**config.mk**
```make
export PLATFORM = sky130hd
export DESIGN_NAME = alu
export DESIGN_NICKNAME = d
export VERILOG_FILES = /design/src/rtl/alu_pkg.sv /design/src/rtl/alu_shifter.sv /design/src/rtl/alu.sv
export SDC_FILE = /design/constraint.sdc
export NUM_CORES = 1
export LEC_CHECK = 0
export ABC_AREA = 1
export CORE_ASPECT_RATIO = 0.75
export CORE_UTILIZATION = 55
export CTS_BUF_LIST = sky130_fd_sc_hd__clkbuf_8
export DETAILED_ROUTE_END_ITERATION = 7
export GPL_ROUTABILITY_DRIVEN = 0
export PLACE_DENSITY = 0.73
export SYNTH_ARGS = -nofsm -noshare
export SYNTH_HDL_FRONTEND = slang
export SYNTH_HIERARCHICAL = 1
export SYNTH_SLANG_ARGS = --single-unit
```
**constraint.sdc**
```tcl
create_clock -name clk -period 0.8 [get_ports clk]
set_clock_uncertainty 0.1 [all_clocks]
set_input_delay 0.2 -clock clk [delete_from_list [all_inputs] [get_ports clk]]
set_output_delay 0.2 -clock clk [all_outputs]
set_load 0.02 [all_outputs]
```
**src/rtl/alu_pkg.sv**
```systemverilog
// Shared definitions for the 16-bit ALU: default width, opcode encoding and
// barrel-shifter mode encoding. The decoder/control unit imports the same opcodes.
package alu_pkg;

    localparam int ALU_WIDTH = 16;

    // Opcode map; values are fixed by the instruction encoding.
    typedef enum logic [3:0] {
        OP_ADD = 4'd0,
        OP_SUB = 4'd1,
        OP_AND = 4'd2,
        OP_OR  = 4'd3,
        OP_XOR = 4'd4,
        OP_NOT = 4'd5,
        OP_SHL = 4'd6,
        OP_SHR = 4'd7,
        OP_SAR = 4'd8,
        OP_ROL = 4'd9,
        OP_ROR = 4'd10,
        OP_INC = 4'd11,
        OP_DEC = 4'd12,
        OP_SLT = 4'd13,
        OP_MOV = 4'd14,
        OP_MUL = 4'd15
    } alu_op_e;

    // Barrel shifter mode select.
    localparam logic [2:0] SH_SHL = 3'd0;
    localparam logic [2:0] SH_SHR = 3'd1;
    localparam logic [2:0] SH_SAR = 3'd2;
    localparam logic [2:0] SH_ROL = 3'd3;
    localparam logic [2:0] SH_ROR = 3'd4;

endpackage

```
**src/rtl/alu_shifter.sv**
```systemverilog
// Combinational barrel shifter/rotator: logical left/right, arithmetic right,
// rotate left/right. Unused mode codes pass the operand through unchanged.
module alu_shifter
    import alu_pkg::*;
#(
    parameter int WIDTH = ALU_WIDTH,
    parameter int SW    = $clog2(WIDTH)
) (
    input  logic [WIDTH-1:0] a,
    input  logic [SW-1:0]    amt,
    input  logic [2:0]       mode,
    output logic [WIDTH-1:0] y
);

    // Rotates are taken from a doubled copy of the operand, so amount 0
    // naturally yields the operand itself.
    logic [2*WIDTH-1:0] rol_wide;
    logic [2*WIDTH-1:0] ror_wide;

    assign rol_wide = {a, a} << amt;
    assign ror_wide = {a, a} >> amt;

    // Select the shift/rotate flavour.
    always_comb begin
        y = a;
        case (mode)
            SH_SHL:  y = a << amt;
            SH_SHR:  y = a >> amt;
            SH_SAR:  y = $unsigned($signed(a) >>> amt);
            SH_ROL:  y = rol_wide[2*WIDTH-1:WIDTH];
            SH_ROR:  y = ror_wide[WIDTH-1:0];
            default: y = a;
        endcase
    end

endmodule

```
**src/rtl/alu.sv**
```systemverilog
// Registered ALU: one combinational result/flag mux followed by a single
// output register with asynchronous active-low clear. Latency is one clock,
// a new operation may be issued every cycle; there is no handshake or stall.
module alu
    import alu_pkg::*;
#(
    parameter int WIDTH = ALU_WIDTH
) (
    input  logic             clk,
    input  logic             rst_n,
    input  logic [WIDTH-1:0] A,
    input  logic [WIDTH-1:0] B,
    input  logic [3:0]       opcode,
    output logic [WIDTH-1:0] out,
    output logic             zero_flag,
    output logic             neg_flag,
    output logic             overflow_flag
);

    localparam int SW = $clog2(WIDTH);
    localparam logic [WIDTH-1:0] MAX_POS = {1'b0, {(WIDTH-1){1'b1}}};
    localparam logic [WIDTH-1:0] MIN_NEG = {1'b1, {(WIDTH-1){1'b0}}};

    logic [WIDTH-1:0]   sum;
    logic [WIDTH-1:0]   diff;
    logic [WIDTH-1:0]   inc;
    logic [WIDTH-1:0]   dec;
    logic [2*WIDTH-1:0] a_ext;
    logic [2*WIDTH-1:0] b_ext;
    logic [2*WIDTH-1:0] prod;
    logic [WIDTH:0]     prod_hi;
    logic               slt;
    logic [2:0]         sh_mode;
    logic [WIDTH-1:0]   sh_out;
    logic [WIDTH-1:0]   result;
    logic               ovf;

    assign sum   = A + B;
    assign diff  = A - B;
    assign inc   = A + WIDTH'(1);
    assign dec   = A - WIDTH'(1);
    // Sign-extend to full width so the low 2*WIDTH bits of the product are
    // the exact signed product.
    assign a_ext = {{WIDTH{A[WIDTH-1]}}, A};
    assign b_ext = {{WIDTH{B[WIDTH-1]}}, B};
    assign prod  = a_ext * b_ext;
    // Product fits in WIDTH bits only when the top WIDTH+1 bits agree.
    assign prod_hi = prod[2*WIDTH-1:WIDTH-1];
    assign slt   = $signed(A) < $signed(B);

    // Map shift/rotate opcodes onto the shifter mode.
    always_comb begin
        sh_mode = SH_SHL;
        case (opcode)
            OP_SHR:  sh_mode = SH_SHR;
            OP_SAR:  sh_mode = SH_SAR;
            OP_ROL:  sh_mode = SH_ROL;
            OP_ROR:  sh_mode = SH_ROR;
            default: sh_mode = SH_SHL;
        endcase
    end

    alu_shifter #(
        .WIDTH (WIDTH),
        .SW    (SW)
    ) u_shifter (
        .a    (A),
        .amt  (B[SW-1:0]),
        .mode (sh_mode),
        .y    (sh_out)
    );

    // Result and signed-overflow select; every opcode is defined.
    always_comb begin
        result = '0;
        ovf    = 1'b0;
        case (opcode)
            OP_ADD: begin
                result = sum;
                ovf    = (A[WIDTH-1] == B[WIDTH-1]) && (sum[WIDTH-1] != A[WIDTH-1]);
            end
            OP_SUB: begin
                result = diff;
                ovf    = (A[WIDTH-1] != B[WIDTH-1]) && (diff[WIDTH-1] != A[WIDTH-1]);
            end
            OP_AND: result = A & B;
            OP_OR:  result = A | B;
            OP_XOR: result = A ^ B;
            OP_NOT: result = ~A;
            OP_SHL, OP_SHR, OP_SAR, OP_ROL, OP_ROR: result = sh_out;
            OP_INC: begin
                result = inc;
                ovf    = (A == MAX_POS);
            end
            OP_DEC: begin
                result = dec;
                ovf    = (A == MIN_NEG);
            end
            OP_SLT: result = {{(WIDTH-1){1'b0}}, slt};
            OP_MOV: result = B;
            OP_MUL: begin
                result = prod[WIDTH-1:0];
                ovf    = !((&prod_hi) || !(|prod_hi));
            end
            default: begin
                result = '0;
                ovf    = 1'b0;
            end
        endcase
    end

    // Output register; reset clears result and all flags immediately.
    always_ff @(posedge clk or negedge rst_n) begin
        if (!rst_n) begin
            out           <= '0;
            zero_flag     <= 1'b0;
            neg_flag      <= 1'b0;
            overflow_flag <= 1'b0;
        end else begin
            out           <= result;
            zero_flag     <= (result == '0);
            neg_flag      <= result[WIDTH-1];
            overflow_flag <= ovf;
        end
    end

endmodule

```
==> flow_summary.yaml, run 1 <==
place:
  placed_cell_area_sq_um: 23700
  hpwl_mm: 56.9
  port_buffers: 56
timing:
  worst_endpoint: "overflow_flag$_DFF_PN0_/D"
  worst-ep-kind: "register data pin"
global_routing:
  grtUsageTotal_pct: 71.2
  grt_max_degree: 39
  grt_overflow_total: 21
cts:
  clock-sinks: 18
  cts_root_buf: "clkbuf_8"
  cts_buffers: 3
  cts_buffer_depth: 2
  h-tree-depth: 1
floorplanning:
  start_util_pct: 56.5
  rows: 56
  io_pins: 57
  die_w_microns: 210
  dieHeight_microns: 158
logic_synthesis:
  ys_types: 54
  ys_seq_area_share_pct: 2.52
  yosysWarnings: 6
  avgSynthCellArea_sq_um: 6.39
  synth-seq-cells: 18
  syn-instance-count: 2795
  syn-cell-area_sq_um: 17900
  syn_nets: 3243
outcome:
  status: "aborted with a tool error"
  stop_error: "[ERROR GRT-0232] Routing congestion too high. Check the congestion heatmap in the GUI."
  stop_stage: "5_1_grt"
per-layer routing:
layer  GRT overflow  global-route usage (%)
met1              1                    70.7
met2              9                    87.4
met3              1                    59.4
met4             10                    64.5
met5              0                    40.2
cell usage after synthesis (all sizes together):
library cell,n,area share [%]
or2,13,0.46
o211ai,5,0.21
o22ai,7,0.25
a31o,1,0.049
nor4,1,0.035
nand2,870,19
o21a,2,0.084
dfrtp,18,2.5
nand2b,2,0.070
nand4,44,1.5
o31ai,2,0.084
a221oi,2,0.098
xnor2,13,0.64
a22oi,1,0.042
nor3,14,0.42
a21boi,1,0.042
o21ai,85,2.5
a211oi,3,0.13
clkbuf,61,1.3
ha,145,10
inv,616,13
nor2,185,4.0
a21o,2,0.084
xor2,14,0.69
nand3b,7,0.29
buf,36,1.3
o2111ai,1,0.049
and2,7,0.25
o21bai,3,0.13
a21oi,97,2.8
fa,265,30
o221ai,2,0.098
nand3,269,8.0
clkinv,1,0.021
metrics by stage:
step / instances / setup slack, ps / utilization, % / setup TNS, ps
2_1_floorplan: 2795 / -4660 / - / -55990
3_3_place_gp: 3740 / -5570 / 75.0 / -86170
3_5_place_dp: 3740 / -5700 / 75.0 / -87630
4_1_cts: 3868 / -4730 / 84.5 / -70580
kinds of logic after synthesis:
logic type	count (synthesis)	share of synthesized area, %
xor+xnor	27	1.32
fa+ha+maj	410	39.9
simple gates	1412	34.0
buf+inv	714	15.6
compound gates	214	6.67
flops	18	2.52
timing repair:
action                     in CTS
gates cloned                   17
hold buffers                    0
gates resized for setup       663
pin swaps                     198
setup endpoints to repair      37
setup buffers                 125
==> inputs of run 2 (changes only) <==
--- a/config.mk
+++ b/config.mk
@@ -6,12 +6,10 @@
 export NUM_CORES = 1
 export LEC_CHECK = 0
 export ABC_AREA = 1
-export CORE_ASPECT_RATIO = 0.75
-export CORE_UTILIZATION = 55
-export CTS_BUF_LIST = sky130_fd_sc_hd__clkbuf_8
+export CORE_UTILIZATION = 40
 export DETAILED_ROUTE_END_ITERATION = 7
 export GPL_ROUTABILITY_DRIVEN = 0
-export PLACE_DENSITY = 0.73
+export PLACE_DENSITY_LB_ADDON = 0.15
 export SYNTH_ARGS = -nofsm -noshare
 export SYNTH_HDL_FRONTEND = slang
 export SYNTH_HIERARCHICAL = 1
==> flow_summary.yaml, run 2 <==
logic_synthesis:
  ys_types: 54
  synth_top_cell_by_area: "fa_1"
  synth.top_cells.by_area: "fa_1 30%, nand2_1 18%, inv_1 13%"
  syn_nets: 3243
  ys_seq_area_share_pct: 2.52
  syn-instance-count: 2795
  synthFlopType: "dfrtp_1"
  synth_edf_count: 0
  synth-seq-cells: 18
  avgSynthCellArea_sq_um: 6.39
  syn-cell-area_sq_um: 17900
  yosys.area.top_type_share_pct: 29.7
  netlist_top_cells_count: "850 x nand2_1, 603 x inv_1, 265 x fa_1, 251 x nand3_1, 178 x nor2_1"
  ys_async_sr_fraction_pct: 100
  yosysMostFrequentCell: "nand2_1"
  yosysWarnings: 6
cts:
  h-tree-depth: 1
  cts_buffers: 3
  cts_tree: "yes"
  cts_buffer_depth: 2
  clock-sinks: 18
  clk_transition_reported_paths_ps: 80
  cts_root_buf: "clkbuf_16"
  hold_buffers: 0
timing:
  post-route-period-util_pct: 685
  max_freq_ghz: 0.182
  hold_ws_ps: 170
  rsz0062_at_grt: "yes"
  final.min_clock_period_ps: 5480
  post-route-worst-setup-slack_ps: -4680
  drv_slew: 0
  hold_viol: 0
  relSlewSlack_pct: 66.1
  worst_pin_slew_ps: 506
  setup_viol: 37
global_routing:
  grt_pass1_wl_mm: 120
  grtUsageTotal_pct: 34.7
  grt_pass1_vias: 22020
  antenna_found_initial: 1
  grt_max_degree: 39
  grt_overflow_total: 0
floorplanning:
  die_area_sq_um: 45500
  rows: 77
  core-area_sq_um: 44100
  dieHeight_microns: 213
  start_util_pct: 40.5
  io_pins: 57
  die_w_microns: 213
critical_path:
  cp.required_ps: 880
  path_common_cell: "fa_1"
  critPathCaptureType: "flip-flop"
  cp-start-kind: "primary input"
  cp_num_cells: 28
  worstPathMaxFanout: 4
  crit_end: "overflow_flag$_DFF_PN0_"
  cpMaxStageDelayCell: "fa_2"
  crit_arrival_ps: 5560
  cp_top_family: "adder cells"
  cpPeakStageDelay_ps: 590
  startpoint: "A[13]"
  path_buf_inv: 8
  critPathKind: "in -> reg"
layout:
  layout.nets: 3898
  regMostFlops: "out"
  final_cell_mix: "690 x nand2_1, 554 x buf_4, 486 x inv_1, 236 x fa_1, 204 x nand3_1"
  insertedDiodeCount: 0
  multiInputGateArea_sq_um: 17200
  largest_reg_flops: 15
  drive_gt1_share_pct: 39.0
  nFillCells: 3883
  ff_latch_area_sq_um: 452
  area_delta_synth_final_pct: 56.6
  final_common_cell: "nand2_1"
drt:
  drtIter0Drc: 2278
  wl_met3_mm: 8.02
  ant_nets: 0
  via_per_inst: 5.30
  vias: 21436
  dr.pass1.iters: 6
  wl_met1_mm: 30.1
  wl_met2_mm: 34.8
  post-route-drc-count: 0
  drt-total-wl_mm: 78.0
  top_layer: "met5"
  wl_per_cell_microns: 19.3
outcome:
  status: "finished, violations left"
  violations: "negative setup slack"
flow_run:
  cap_violations: 0
place:
  port_buffers: 56
  hpwl_mm: 58.9
hold_path:
  hp-class: "in -> async"
run 2: how the worst min path moves through the flow:
stage,end
2_1_floorplan,neg_flag$_DFF_PN0_
3_3_place_gp,out[4]$_DFF_PN0_
3_5_place_dp,out[5]$_DFF_PN0_
4_1_cts,out[5]$_DFF_PN0_
5_1_grt,out[5]$_DFF_PN0_
6_report,out[5]$_DFF_PN0_
run 2: kinds of logic after synthesis:
group | after synthesis | share of synthesized area, %
AND/OR/NAND/NOR | 1412 | 34.0
XOR/XNOR | 27 | 1.32
AO/OA/AOI/OAI | 214 | 6.67
buffers and inverters | 714 | 15.6
adder cells (fa/ha/maj) | 410 | 39.9
flip-flops | 18 | 2.52
run 2: stage by stage:
stage	setup TNS, ps	cells	utilization [%]	setup WS [ps]	cell area, sq um
2_1_floorplan	-55990	2795	-	-4660	18900
3_3_place_gp	-86560	3913	54.5	-5570	24100
3_5_place_dp	-87210	3913	54.5	-5650	24100
4_1_cts	-68900	4023	61.2	-4720	27000
5_1_grt	-71190	4041	63.4	-4910	28000
6_report	-68780	4041	63.4	-4680	28000
run 2: area by class of cell:
type                            instances  share of cell area (%)
Timing Repair Buffer                  746                    25.3
Tap cell                              592                    2.65
Sequential cell                        18                    1.61
Clock buffer                            4                   0.318
Multi-Input combinational cell       2063                    61.3
Inverter                              617                    8.75
Timing Repair inverter                  1                  0.0403
run 2: metal layers:
metal / GRT usage [%] / vias to the layer above
li1: - / 9787
met1: 44.5 / 10235
met2: 56.1 / 1139
met3: 6.34 / 273
met4: 17.3 / 2
met5: 0 / -
run 2: timing repair:
action                                  CTS  global route
hold endpoints to repair                  0             0
setup buffers                           105            26
pin swaps                               172           210
gates resized for setup                 683           302
endpoints found under the setup margin   37            37
cloned                                   13             6
Power of run 2 is not shown: default switching activity piles up to over one toggle a cycle in this logic, so the estimate is an artifact.
